**src/rtl/mem_read_data_decoder_if.sv**
```systemverilog
// Handshake and data bus of the load-data decoder: request side, memory side, result side.
interface mem_read_data_decoder_if;
  logic        req_valid;
  logic        req_ready;
  logic [1:0]  offset;
  logic [1:0]  data_size;
  logic        sign_ext;
  logic        mem_rd_en;
  logic [31:0] mem_rd_data;
  logic        mem_rd_valid;
  logic [31:0] out_data;
  logic        out_valid;
  logic        out_ready;
  logic [1:0]  err_code;

  modport master (
    output req_valid, offset, data_size, sign_ext, mem_rd_data, mem_rd_valid, out_ready,
    input  req_ready, mem_rd_en, out_data, out_valid, err_code
  );

  modport slave (
    input  req_valid, offset, data_size, sign_ext, mem_rd_data, mem_rd_valid, out_ready,
    output req_ready, mem_rd_en, out_data, out_valid, err_code
  );
endinterface

```
**src/rtl/mem_read_data_decoder.sv**
```systemverilog
// Load-data decoder: issues one memory read, waits with timeout, then returns the
// lane-selected, sign/zero-extended result with an error code.
module mem_read_data_decoder #(
  parameter int MAX_WAIT = 15
) (
  input logic                     clk,
  input logic                     rst,
  mem_read_data_decoder_if.slave  bus
);

  typedef enum logic [1:0] {IDLE, REQ, WAIT, RESP} state_t;

  localparam logic [7:0] LAST_WAIT = 8'(MAX_WAIT - 1);

  state_t     state;
  logic [7:0] cnt;
  logic [1:0] off_q;
  logic [1:0] size_q;
  logic       sext_q;

  // Byte lane 0 sits in bits 31:24 (big-endian lane numbering).
  function automatic logic [31:0] lane_decode(logic [31:0] d, logic [1:0] off,
                                              logic [1:0] sz, logic sx);
    logic [15:0] h;
    logic [7:0]  b;
    logic [31:0] r;
    h = off[1] ? d[15:0] : d[31:16];
    case (off)
      2'd0:    b = d[31:24];
      2'd1:    b = d[23:16];
      2'd2:    b = d[15:8];
      default: b = d[7:0];
    endcase
    case (sz)
      2'b00:   r = d;
      2'b01:   r = {{16{sx & h[15]}}, h};
      default: r = {{24{sx & b[7]}}, b};
    endcase
    return r;
  endfunction

  logic illegal;
  assign illegal = (bus.data_size == 2'b11) || (bus.data_size == 2'b01 && bus.offset[0]);

  always_ff @(posedge clk) begin
    if (rst) begin
      state         <= IDLE;
      cnt           <= '0;
      off_q         <= '0;
      size_q        <= '0;
      sext_q        <= 1'b0;
      bus.req_ready <= 1'b1;
      bus.mem_rd_en <= 1'b0;
      bus.out_valid <= 1'b0;
      bus.out_data  <= '0;
      bus.err_code  <= 2'b00;
    end else begin
      case (state)
        IDLE: if (bus.req_valid) begin
          off_q         <= bus.offset;
          size_q        <= bus.data_size;
          sext_q        <= bus.sign_ext;
          bus.req_ready <= 1'b0;
          if (illegal) begin
            state         <= RESP;
            bus.out_valid <= 1'b1;
            bus.out_data  <= '0;
            bus.err_code  <= 2'b01;
          end else begin
            state         <= REQ;
            bus.mem_rd_en <= 1'b1;
          end
        end
        REQ: begin
          state         <= WAIT;
          bus.mem_rd_en <= 1'b0;
          cnt           <= '0;
        end
        WAIT: begin
          // A response arriving on the final wait cycle still counts as success.
          if (bus.mem_rd_valid) begin
            state         <= RESP;
            bus.out_valid <= 1'b1;
            bus.out_data  <= lane_decode(bus.mem_rd_data, off_q, size_q, sext_q);
            bus.err_code  <= 2'b00;
          end else if (cnt == LAST_WAIT) begin
            state         <= RESP;
            bus.out_valid <= 1'b1;
            bus.out_data  <= '0;
            bus.err_code  <= 2'b10;
          end else begin
            cnt <= cnt + 8'd1;
          end
        end
        RESP: if (bus.out_ready) begin
          state         <= IDLE;
          bus.req_ready <= 1'b1;
          bus.out_valid <= 1'b0;
          bus.out_data  <= '0;
          bus.err_code  <= 2'b00;
        end
        default: state <= IDLE;
      endcase
    end
  end

endmodule

```
**src/flat_wrapper.sv**
```systemverilog
// flat-port wrapper written by rule: the top's interface ports become plain ports
module mem_read_data_decoder_flat 
#(
  parameter int MAX_WAIT = 15
)
  (clk, rst, bus_req_valid, bus_offset, bus_data_size, bus_sign_ext, bus_mem_rd_data, bus_mem_rd_valid, bus_out_ready, bus_req_ready, bus_mem_rd_en, bus_out_data, bus_out_valid, bus_err_code);
  mem_read_data_decoder_if bus_i ();
  input logic clk;
  input logic rst;
  input wire logic [$bits(bus_i.req_valid)-1:0] bus_req_valid;
  input wire logic [$bits(bus_i.offset)-1:0] bus_offset;
  input wire logic [$bits(bus_i.data_size)-1:0] bus_data_size;
  input wire logic [$bits(bus_i.sign_ext)-1:0] bus_sign_ext;
  input wire logic [$bits(bus_i.mem_rd_data)-1:0] bus_mem_rd_data;
  input wire logic [$bits(bus_i.mem_rd_valid)-1:0] bus_mem_rd_valid;
  input wire logic [$bits(bus_i.out_ready)-1:0] bus_out_ready;
  output wire logic [$bits(bus_i.req_ready)-1:0] bus_req_ready;
  output wire logic [$bits(bus_i.mem_rd_en)-1:0] bus_mem_rd_en;
  output wire logic [$bits(bus_i.out_data)-1:0] bus_out_data;
  output wire logic [$bits(bus_i.out_valid)-1:0] bus_out_valid;
  output wire logic [$bits(bus_i.err_code)-1:0] bus_err_code;
  assign bus_i.req_valid = bus_req_valid;
  assign bus_i.offset = bus_offset;
  assign bus_i.data_size = bus_data_size;
  assign bus_i.sign_ext = bus_sign_ext;
  assign bus_i.mem_rd_data = bus_mem_rd_data;
  assign bus_i.mem_rd_valid = bus_mem_rd_valid;
  assign bus_i.out_ready = bus_out_ready;
  assign bus_req_ready = bus_i.req_ready;
  assign bus_mem_rd_en = bus_i.mem_rd_en;
  assign bus_out_data = bus_i.out_data;
  assign bus_out_valid = bus_i.out_valid;
  assign bus_err_code = bus_i.err_code;
  mem_read_data_decoder #(.MAX_WAIT(MAX_WAIT)) u_core (.clk(clk), .rst(rst), .bus(bus_i));
endmodule
```
**config.mk**
```make
export PLATFORM = sky130hd
export DESIGN_NAME = mem_read_data_decoder_flat
export DESIGN_NICKNAME = d
export VERILOG_FILES = /design/src/rtl/mem_read_data_decoder_if.sv /design/src/rtl/mem_read_data_decoder.sv /design/src/flat_wrapper.sv
export SDC_FILE = /design/constraint.sdc
export NUM_CORES = 1
export LEC_CHECK = 0
export CAP_MARGIN = 20
export CORE_MARGIN = 4
export CORE_UTILIZATION = 35
export CTS_CLUSTER_DIAMETER = 120
export DETAILED_ROUTE_END_ITERATION = 16
export PLACE_DENSITY = 0.71
export SLEW_MARGIN = 20
export SYNTH_ARGS = -nofsm -noshare
export SYNTH_HDL_FRONTEND = slang
export SYNTH_SLANG_ARGS = --single-unit
export TNS_END_PERCENT = 5
```
**constraint.sdc**
```tcl
create_clock -name clk -period 3.3 [get_ports clk]
set_clock_uncertainty 0.15 [all_clocks]
set_input_delay 0.33 -clock clk [delete_from_list [all_inputs] [get_ports clk]]
set_output_delay 0.33 -clock clk [all_outputs]
set_load 0.01 [all_outputs]
```
==> summary.md <==
| Metric | Value |
|---|---|
| DRC | `0` |
| Antenna diode count | `0` |
| GP Congestion | `a little over 0.8` |
| Hold slack | `around 0.32 ns` |
| Post-route setup slack | `about 0.53 ns` |
| Share of layout cells above drive strength 1 | `slightly above 7%` |
| Nets | `approximately 410` |
| Fill count | `between 700 and 800` |
| Hold Fails Final Rpt | `0` |
| Antenna Nets Post-Route | `0` |
| Detailed Place HPWL | `5790 um` |
| Vias in the first global route | `about 2,600` |
| Slew Viols, Final | `0` |
| Crit path max fanout | `24` |
| CTS tree | `yes` |
| Relative slew slack | `52.5%` |
| Ys Warns | `0` |
| Core area | `between 7000 and 8000 sq um` |
| Die width | `between 90 and 100 um` |
| Final setup violation count | `0` |
| RSZ-0062 raised after global routing | `false` |
| Critical Path End Type | `flip-flop` |
| Routed WL | `7650 um` |
| Status | `finished clean` |
| Setup Total Neg Slack | `0 ns` |
| Startpoint types | `flip-flop` |
| Final period util | `between 80% and 90%` |
| Power per cell area | `roughly 530 nW/um^2` |
| Post-cts repair resize count | `0` |
| Root Driver | `clkbuf_8` |
| Global-route wire length before repair | `between 10,000 and 15,000 um` |
| Initial Util | `35.8%` |
| Htree depth | `2` |
| #FFs+latches synth | `52` |
| Detailed Routing Iterations Pass 1 | `4` |
| Clk slew on worst S/H paths | `roughly 0.1 ns` |
| Library cells used by synthesis | `43` |
| Total gr overflow | `0` |
| Setup Buffers After CTS | `0` |
| Port Buffers | `78` |
| Hold_buf cts | `0` |
| DIE HEIGHT | `roughly 97 um` |
| GRT Total Usage | `about 16%` |
| Pwr Total | `0.00193 W` |
| Area occupied by multi-input gates | `roughly 1600 sq um` |
| Worst skew pair latency | `approximately 0.30 ns` |
| Routed vias | `around 2,500` |
| Clock buffer count from CTS | `5` |
| Clk sink count | `52` |
| Leakage power | `about 1.2 nW` |
| Row count | `32` |
| Crit path time final | `approximately 2.8 ns` |
| Drt first-iter violations | `around 130` |
| Actual slew at the worst max-slew pin | `0.711 ns` |
| Pre-CTS setup slack | `about 0.55 ns` |
| P&R area growth vs syn | `32.9%` |
| Mapped Avg Cell Area | `slightly above 9 sq um` |
| Storage cell area | `approximately 1000 sq um` |
| Post-Syn Instances | `296` |
| Longest Clk Path Bufs | `2` |
| Area of the die | `roughly 9300 sq um` |
| Max Fclk | `approximately 360 MHz` |
| Initial antenna violation count | `0` |
| Max-Cap Viols | `0` |
| Worst VDD drop | `around 0.00032 V` |
| Wirelength per Cell | `~16 um` |
| Syn_nets | `345` |
| Hold WC Path Type | `reg -> reg` |
| WS Path Type | `reg -> reg` |
| Via/cell ratio | `about 5.3` |
| Register area share after synthesis | `between 30% and 40%` |
| I/O pin total | `79` |
| CP required | `around 3.4 ns` |
| Pin count of the biggest net entering global routing | `25` |
| Post-Syn Area | `approximately 2800 sq um` |
| WP data arrival | `2.83 ns` |
-- through the flow --
| step | cell area [sq um] | cells | util [%] |
|---|---|---|---|
| 6_report | 3660 | 466 | 47.6 |
| 5_1_grt | 3660 | 466 | 47.6 |
| 4_1_cts | 3650 | 466 | 47.5 |
| 3_5_place_dp | 3560 | 458 | 46.3 |
| 3_3_place_gp | 3560 | 458 | 46.3 |
| 2_1_floorplan | 2750 | 296 | - |
-- cell families after synthesis --
group                      Yosys count  synth area share (%)
buffers and inverters               30                  5.64
and+or+nand+nor                     70                  12.8
DFF                                 52                  37.8
adders and majority gates            7                  3.18
xor gates and xnor gates             6                  1.91
muxes                               35                  13.2
AOI/OAI and AO/OA                   96                  25.4
-- synth_stat cells (all sizes together) --
cell	instances	share of area (%)
dfxtp	52	38
and3	2	0.45
ha	7	3.2
mux2	10	4.1
a22oi	8	2.2
nor4	2	0.45
a211oi	11	3.0
a21o	2	0.55
xnor2	6	1.9
nand2	23	3.2
nor2	10	1.4
buf	13	3.3
nand3	9	1.8
nor2b	4	0.91
nand4	2	0.45
a31o	1	0.32
o21a	1	0.27
a2111oi	3	1.6
mux2i	25	9.1
inv	9	1.2
o2bb2ai	24	7.6
o211ai	8	2.2
a311oi	1	0.32
a21oi	26	4.9
o21ai	7	1.3
o311a	1	0.36
o221ai	1	0.32
clkbuf	8	1.1
nor3	1	0.18
a21boi	1	0.27
and2	10	2.3
nand4b	1	0.32
nand2b	5	1.1
or3	1	0.23
a31oi	1	0.23
-- power by group --
group          leakage (nW)  total (W)  internal, W  switching, W
sequential            0.421   0.000770     0.000697     0.0000728
combinational         0.767   0.000797     0.000366      0.000431
clock                0.0414   0.000361     0.000151      0.000210
-- area by class of cell --
cell class                      count  area share [%]
Clock inverter                      2           0.445
Tap cell                          102            3.49
Multi-Input combinational cell    214            42.7
Sequential cell                    52            28.5
Clock buffer                        6            1.98
Inverter                            9           0.924
Timing Repair Buffer               81            22.0
-- metal layers --
metal | vias up | track usage, % | share of wire [%]
met3 | 7 | 3.82 | 5.2
li1 | 1226 | - | -
met1 | 1161 | 20.7 | 44
met5 | - | 0 | 0
met4 | 0 | 3.46 | 0.75
met2 | 68 | 27.5 | 50
-- placed cells by master, fill, tap and decap left out, types with 6 or more instances in the layout --
master	instances
mux2i_1	25
a21oi_1	25
o21ai_0	7
clkdlybuf4s50_1	78
and2_1	10
mux2_2	10
nand2_1	22
o211ai_1	8
nor2_1	10
a22oi_1	8
o2bb2ai_1	24
dfxtp_1	52
a211oi_1	11
ha_1	7
xnor2_1	6
inv_1	8
nand3_1	8
-- worst paths after layout --
kind                          startpoint                      end  slack, ns  cells past startpoint
hold reg to reg   u_core.bus.out_data[3]   u_core.bus.out_data[3]       0.32                      2
hold / removal    u_core.bus.out_data[3]   u_core.bus.out_data[3]       0.32                      2
setup / recovery         u_core.state[0]  u_core.bus.out_data[23]       0.53                      6
setup reg to reg         u_core.state[0]  u_core.bus.out_data[23]       0.53                      6
-- registers in the layout (all words and copies together), names as in the netlist --
register,count
u_core.bus.err_code,2
u_core.bus.mem_rd_en,1
u_core.bus.out_data,32
u_core.bus.out_valid,1
u_core.bus.req_ready,1
u_core.cnt,8
u_core.off_q,2
u_core.sext_q,1
u_core.size_q,2
u_core.state,2
-- critical path, stage by stage, from the launching register on --
cell and delay [ns]:
dfxtp_1 0.39, inv_1 0.10, ha_1 0.34, nor2b_1 0.22
a2111oi_4 0.61, nand3_2 0.55, o2bb2ai_1 0.30
Note: power is estimated with default switching activity, not from simulation.
